[src/rtl/grid_scan_display.sv]
// Row-multiplexed LED matrix driver for the Game of Life grid: frame-boundary
// snapshot, per-row dwell with a leading blank, population count and still-life flag.
module grid_scan_display #(
  parameter int SIZE  = 7,
  parameter int DWELL = 1024,
  parameter int BLANK = 4
) (
  input  logic                 clka,
  input  logic                 rst_n,
  input  logic [1:0]           game_state,
  input  logic [SIZE*SIZE-1:0] grid,
  output logic [SIZE-1:0]      row_sel,
  output logic [SIZE-1:0]      col_data,
  output logic                 frame_start,
  output logic [5:0]           population,
  output logic                 stable
);

  localparam int CELLS = SIZE * SIZE;
  localparam int DW    = (DWELL > 1) ? $clog2(DWELL) : 1;
  localparam int RW    = (SIZE > 1) ? $clog2(SIZE) : 1;

  localparam logic [DW-1:0] DWELL_LAST = DW'(DWELL - 1);
  localparam logic [DW-1:0] BLANK_END  = DW'(BLANK);
  localparam logic [RW-1:0] ROW_LAST   = RW'(SIZE - 1);

  typedef enum logic [1:0] {
    GS_STOP    = 2'b00,
    GS_PROGRAM = 2'b01,
    GS_RUN     = 2'b10,
    GS_PAUSE   = 2'b11
  } game_state_e;

  logic [DW-1:0]    dwell_cnt;
  logic [RW-1:0]    row_idx;
  logic [CELLS-1:0] snapshot;
  logic [5:0]       pop_acc;
  logic             seen_boundary;

  logic             dwell_last;
  logic             row_last;
  logic             boundary;
  logic             lit;
  logic [SIZE-1:0]  cur_row;
  logic [SIZE-1:0]  row_onehot;

  function automatic logic [5:0] popcount(input logic [SIZE-1:0] v);
    logic [5:0] n;
    n = '0;
    for (int i = 0; i < SIZE; i++) n = n + 6'(v[i]);
    return n;
  endfunction

  always_comb begin
    // NOTE: every output of this block gets a default first, so no path can infer a latch.
    cur_row    = '0;
    row_onehot = '0;
    dwell_last = (dwell_cnt == DWELL_LAST);
    row_last   = (row_idx == ROW_LAST);
    boundary   = dwell_last && row_last;
    lit        = (dwell_cnt >= BLANK_END);
    for (int r = 0; r < SIZE; r++) begin
      if (row_idx == RW'(r)) begin
        cur_row       = snapshot[r*SIZE +: SIZE];
        row_onehot[r] = 1'b1;
      end
    end
  end

  // NOTE: all state uses non-blocking assignments so every register samples pre-edge values.
  always_ff @(posedge clka or negedge rst_n) begin
    if (!rst_n) begin
      dwell_cnt <= '0;
      row_idx   <= '0;
    end else if (dwell_last) begin
      dwell_cnt <= '0;
      row_idx   <= row_last ? '0 : row_idx + 1'b1;
    end else begin
      dwell_cnt <= dwell_cnt + 1'b1;
    end
  end

  // The comparison for stable happens at capture time, so the retired
  // snapshot never needs to be held afterwards.
  always_ff @(posedge clka or negedge rst_n) begin
    if (!rst_n) begin
      snapshot      <= '0;
      pop_acc       <= '0;
      population    <= '0;
      stable        <= 1'b0;
      seen_boundary <= 1'b0;
    end else if (boundary) begin
      snapshot      <= grid;
      population    <= pop_acc;
      pop_acc       <= '0;
      stable        <= (grid == snapshot) && (game_state_e'(game_state) == GS_RUN);
      seen_boundary <= 1'b1;
    end else if (dwell_cnt == '0) begin
      pop_acc <= pop_acc + popcount(cur_row);
    end
  end

  // Display outputs lag the counters by one cycle; a row change always lands in the blank.
  always_ff @(posedge clka or negedge rst_n) begin
    if (!rst_n) begin
      row_sel     <= '0;
      col_data    <= '0;
      frame_start <= 1'b0;
    end else begin
      row_sel     <= lit ? row_onehot : '0;
      col_data    <= lit ? cur_row : '0;
      frame_start <= seen_boundary && (row_idx == '0) && (dwell_cnt == '0);
    end
  end

endmodule

[config.mk]
export PLATFORM = sky130hd
export DESIGN_NAME = grid_scan_display
export DESIGN_NICKNAME = d
export VERILOG_FILES = /design/src/rtl/grid_scan_display.sv
export SDC_FILE = /design/constraint.sdc
export NUM_CORES = 1
export LEC_CHECK = 0
export ABC_CLOCK_PERIOD_IN_PS = 6400
export CORE_MARGIN = 3
export CORE_UTILIZATION = 54
export DETAILED_ROUTE_END_ITERATION = 12
export PLACE_DENSITY = 0.85
export SKIP_CTS_REPAIR_TIMING = 1
export SYNTH_ARGS = -nofsm -noshare
export SYNTH_HDL_FRONTEND = slang
export SYNTH_SLANG_ARGS = --single-unit
[constraint.sdc]
create_clock -name clka -period 6.4 [get_ports clka]
set_input_delay 0.64 -clock clka [delete_from_list [all_inputs] [get_ports clka]]
set_output_delay 0.64 -clock clka [all_outputs]
set_load 0.02 [all_outputs]
==> impl_metrics.yaml, run 1 <==
run_status:
  status: "completed"
sta:
  finalSetupViolations: 0
  fmax_mhz: 208.6
  tns_ps: 0
  worst_pin_slew_ps: 1122
  drv_slew: 0
  rsz0062_at_grt: "false"
  timing.final.hold_violations: 0
  period_share_pct: 74.91
  layout_setup_ws_ps: 1606
  slew_headroom_pct: 25.19
  fin_skew_ps: 17.24
  period_needed_ps: 4794
job:
  maxCapViolations: 0
place:
  dpl.hpwl_microns: 9001
  dp_slack_ps: 1656
  io_buffers: 74
  routabilityCongestion: 0.8872
  placed_cells: 709
synth:
  synth_enable_flop_cells: 0
  synth_top_area_share_pct: 46.06
  synthMuxAreaShare_pct: 2.227
  syn-num-nets: 615
  async_flop_share_pct: 100.0
  synth-simple-area-share_pct: 23.08
  yosys.cell_types.count: 45
  yosys-top-cells-area: "dfrtp_1 (46%), nand2_1 (14%), xnor2_1 (8.7%), o21ai_0 (2.9%), ha_1 (2.5%)"
  seq_area_frac_synth_pct: 46.06
  synth_compound_area_share_pct: 10.78
  synth_area_sq_um: 4943
  netlist_instances: 548
  synth_area_leader_cell: "dfrtp_1"
  synth_fa_ha_area_share_pct: 4.151
  avgSynthCellArea_sq_um: 9.021
  synth_ff_type: "dfrtp_1"
  synth-warning-count: 0
  ys_ff_latch: 91
  synthXorXnorAreaFrac_pct: 9.744
  synth_top_family_by_area: "simple AND/OR/NAND/NOR gates"
critical_path:
  path_max_fanout: 17
  reg2reg_depth: 15
  end_kind: "flop"
  critical_path_class: "reg -> reg"
  startpoint_type: "flop"
  worstPathArrival_ps: 5010
  reg2reg_setup_slack_ps: 1610
  required_ps: 6620
hold_path:
  hold_class: "in -> async"
floorplan:
  start_util_pct: 56.14
  rows: 34
  io_pins: 75
  dieArea_sq_um: 10340
  die_h_microns: 101.7
  die_width_microns: 101.7
  coreArea_sq_um: 8806
grt:
  grt_start_max_net_pins: 92
  antenna_found_initial: 0
  globalRouteTotalUtil_pct: 24.82
  grt_pass1_wl_microns: 19940
  first_global_vias: 3872
  grt-ovfl-total: 0
final_layout:
  layout_common_cells: "nand2_1 (179), dfrtp_1 (91), clkdlybuf4s50_1 (73)"
  fin_nets: 679
  mostFrequentLayoutCell: "nand2_1"
  area_delta_synth_final_pct: 19.34
  fillers: 708
  fin_util_pct: 66.99
  diodes: 0
  final_layout_size_suffix_gt1_share_pct: 5.186
  final_cell_count_no_fill: 725
power_and_ir_drop:
  power_density_nw_per_um2: 170.0
  p_leak_uw: 0.002474
  vdd_drop_max_uv: 106.5
  p_total_uw: 1003
cts:
  cts_tree: "built"
  clock-sinks: 91
  cts_buffer_depth: 2
  clkTransAtPathRegs_ps: 90
  cts-root-buf: "clkbuf_8"
  htreeDepth: 3
  cts_buffers: 9
  worstSkewPairLatency_ps: 360
drt:
  drtPass1Iterations: 5
  post_drt_wl_per_cell_microns: 16.49
  drt-initial-drc-count: 280
  num_vias: 4036
  antenna_left: 0
  remaining_drc_errors: 0
  viasPerCell: 5.567
  drt_wl_total_microns: 11960
==> synth_stat cells, types with 5 or more instances <==
| library cell | number |
|---|---|
| nand3_1 | 15 |
| o21ai_0 | 29 |
| ha_1 | 10 |
| nor2_1 | 18 |
| dfrtp_1 | 91 |
| a21oi_1 | 12 |
| clkbuf_1 | 13 |
| a22oi_1 | 5 |
| xor2_1 | 6 |
| mux2i_1 | 11 |
| a211o_1 | 7 |
| nand4_1 | 13 |
| xnor2_1 | 49 |
| a211oi_1 | 12 |
| inv_1 | 11 |
| nand2_1 | 179 |
| and2_1 | 10 |
| buf_2 | 5 |
==> worst max-delay path: stages, from the launching register on <==
cell and delay (ps):
dfrtp_1 640, inv_1 210, ha_1 450, nand3_1 160, o21ai_0 160, o21ai_0 200
nand3_1 130, fa_1 510, fa_1 520, fa_1 490, ha_1 240, fa_1 400
a21o_1 190, a21oi_1 160, or3_1 140, a21oi_2 50
==> final timing paths <==
check / startpoint / to
setup / recovery: row_idx[2] / pop_acc[4]
hold / removal: rst_n / snapshot[42]
setup reg to reg: row_idx[2] / pop_acc[4]
hold reg to reg: population[1] / population[1]
max in group asynchronous: rst_n / snapshot[30]
min in group clka: population[1] / population[1]
==> registers in the layout, summed over array words and instances (netlist names) <==
| register | cells |
|---|---|
| seen_boundary | 1 |
| frame_start | 1 |
| dwell_cnt | 10 |
| col_data | 7 |
| snapshot | 49 |
| population | 6 |
| stable | 1 |
| row_sel | 7 |
| row_idx | 3 |
| pop_acc | 6 |
==> per-layer routing <==
metal  vias up  share of wire, %  GRT usage [%]
li1       1959                 -              -
met1      1923                46          36.87
met2       138                47          37.68
met3        16               5.4          4.408
met4         0               1.4          6.646
met5         -                 0              0
==> kinds of logic (layout without fill, tap and decap cells) <==
| logic type | count (synthesis) | in the layout |
|---|---|---|
| muxes | 11 | 11 |
| and+or+nand+nor | 258 | 258 |
| DFF | 91 | 91 |
| AOI/OAI and AO/OA | 81 | 81 |
| xor gates and xnor gates | 55 | 55 |
| adders and majority gates | 14 | 14 |
| buffers and inverters | 38 | 107 |
==> cell type report <==
class	instances	area (sq um)	share of cell area (%)
Clock inverter	7	58.81	0.9968
Tap cell	108	135.1	2.291
Sequential cell	91	2277	38.60
Inverter	11	41.29	0.6999
Timing Repair Buffer	80	783.3	13.28
Multi-Input combinational cell	419	2480	42.04
Clock buffer	9	123.9	2.100
==> through the flow <==
step	hold WS, ps	instance area, sq um
4_1_cts	474.4	5899
6_report	443.4	5899
2_1_floorplan	344.4	4943
3_5_place_dp	459.5	5717
3_3_place_gp	450.2	5717
5_1_grt	495.5	5899
==> where the power goes <==
group | leakage (uW) | internal, uW | switching [uW]
combinational | 0.00144 | 38.5 | 28.1
sequential | 0.000938 | 574 | 0
clock | 0.0000925 | 148 | 214
(Power assumes the default switching activity.)
==> inputs of run 2 (changes only) <==
- ABC_CLOCK_PERIOD_IN_PS: 6400 -> 4280
- CORE_UTILIZATION: 54 -> 49
- PLACE_DENSITY: 0.85 -> 0.81
- clock period: 6.4 -> 4.28 ns (I/O delays scaled with it)
==> impl_metrics.yaml, run 2 (synthesis results as in run 1) <==
sta:
  slew_headroom_pct: 25.96
  tns_ps: 0
  drv_slew: 0
  period_share_pct: 96.45
  fin_skew_ps: 9.960
  worst_pin_slew_ps: 1111
  period_needed_ps: 4128
  rsz0062_at_grt: "false"
  timing.final.hold_violations: 0
  fmax_mhz: 242.3
  finalSetupViolations: 0
  layout_setup_ws_ps: 152.1
grt:
  grt_pass1_wl_microns: 20840
  first_global_vias: 4118
  antenna_found_initial: 0
  globalRouteTotalUtil_pct: 23.24
  grt-ovfl-total: 0
  grt_start_max_net_pins: 92
final_layout:
  reg_top3: "snapshot x49, dwell_cnt x10"
  seqCellArea_sq_um: 2278
  mostFrequentLayoutCell: "nand2_1"
  diodes: 0
  fin_util_pct: 62.05
  area_delta_synth_final_pct: 22.68
  final_layout_size_suffix_gt1_share_pct: 7.508
  fillers: 835
  layout_common_cells: "nand2_1 (179), dfrtp_1 (90), clkdlybuf4s50_1 (73)"
  largest_reg_flops: 49
  top_register: "snapshot"
  multi_input_area_sq_um: 2502
  fin_nets: 688
floorplan:
  die_width_microns: 106.4
  die_h_microns: 106.4
  start_util_pct: 50.58
  coreArea_sq_um: 9774
  io_pins: 75
  dieArea_sq_um: 11330
  rows: 36
critical_path:
  reg2reg_depth: 15
  end_kind: "flop"
  path_max_fanout: 14
  r2r-end: "pop_acc[4]"
  crit_path_cell_trace: "buf_12 -> nor2b_2 -> buf_4 -> o2bb2ai_1 -> mux2i_1 -> o211ai_1 -> fa_1 -> fa_1 -> fa_1 -> ha_2 -> fa_2 -> a21o_1 -> a21oi_1 -> or3_1 -> a21oi_2"
  critical_path_class: "reg -> reg"
  required_ps: 4500
  startpoint_type: "flop"
  cp_slowest_cell: "fa_1"
  crit_family: "adder cells"
  path_common_cell: "fa_1"
  reg2reg_setup_slack_ps: 150
  crit_path_max_incr_delay_ps: 520
  worstPathArrival_ps: 4350
  path_buf_inv: 2
  rr_startpoint: "row_idx[1]"
power_and_ir_drop:
  p_total_uw: 1592
  p_leak_uw: 0.002537
  p_sw_share_pct: 21.85
  power_density_nw_per_um2: 262.5
  p_int_uw: 1244
  power.share.sequential_pct: 53.9
  netSwitchingPower_uw: 347.8
  combPwrFrac_pct: 6.3
  pwr-share-clk_pct: 39.7
  vdd_drop_max_uv: 179.6
cts:
  htreeDepth: 3
  clock-sinks: 91
  cts-root-buf: "clkbuf_8"
  worstSkewPairLatency_ps: 360
  cts_buffer_depth: 2
  cts_tree: "built"
  cts_buffers: 9
  clkTransAtPathRegs_ps: 90
drt:
  viasPerCell: 5.477
  remaining_drc_errors: 0
  post_drt_wl_per_cell_microns: 16.57
  num_vias: 4157
  drtPass1Iterations: 6
  drt_wl_total_microns: 12580
  drt-initial-drc-count: 264
  antenna_left: 0
job:
  maxCapViolations: 0
run_status:
  status: "completed"
place:
  io_buffers: 74
  dp_slack_ps: 128.5
  dpl.hpwl_microns: 9328
  routabilityCongestion: 0.8967
hold_path:
  hold_class: "in -> async"
-- run 2: worst max path at each step --
stage	startpoint	end	slack, ps	depth (start not counted)
after detailed placement	row_idx[2]	pop_acc[4]	130	16
after global routing	row_idx[1]	pop_acc[4]	6	16
after CTS	row_idx[2]	pop_acc[4]	130	16
final	row_idx[1]	pop_acc[4]	150	15
after floorplan	row_idx[0]	pop_acc[4]	3	18
after global placement	row_idx[2]	pop_acc[4]	240	15
-- run 2: layout make-up --
cell class	count	area share (%)
Multi-Input combinational cell	419	41.26
Sequential cell	91	37.57
Timing Repair Buffer	89	14.30
Tap cell	133	2.744
Clock buffer	11	2.166
Clock inverter	5	1.279
Inverter	11	0.6808
-- run 2: power by group through the flow --
stage               Sequential (uW)  Clock, uW  Combinational, uW
floorplan                       876          0               22.5
global placement                876          0                101
detailed placement              876          0                102
CTS                             859        636                103
global route                    859        681                110
finish                          859        632                101
-- run 2: per-stage QoR --
| step | std cells | cell area (sq um) | hold WS [ps] |
|---|---|---|---|
| CTS | 758 | 6040 | 327.4 |
| detailed placement | 742 | 5831 | 458.8 |
| finish | 759 | 6065 | 263.0 |
| global placement | 742 | 5831 | 455.9 |
| floorplan | 548 | 4984 | 132.4 |
| global route | 759 | 6065 | 367.8 |
-- run 2: layer usage --
metal | up-vias | track usage, % | wire [microns]
met5 | - | 0 | 0
met4 | 0 | 7.306 | 246
met3 | 22 | 3.825 | 861
met2 | 140 | 37.10 | 5933
met1 | 2019 | 32.62 | 5535
li1 | 1976 | - | -
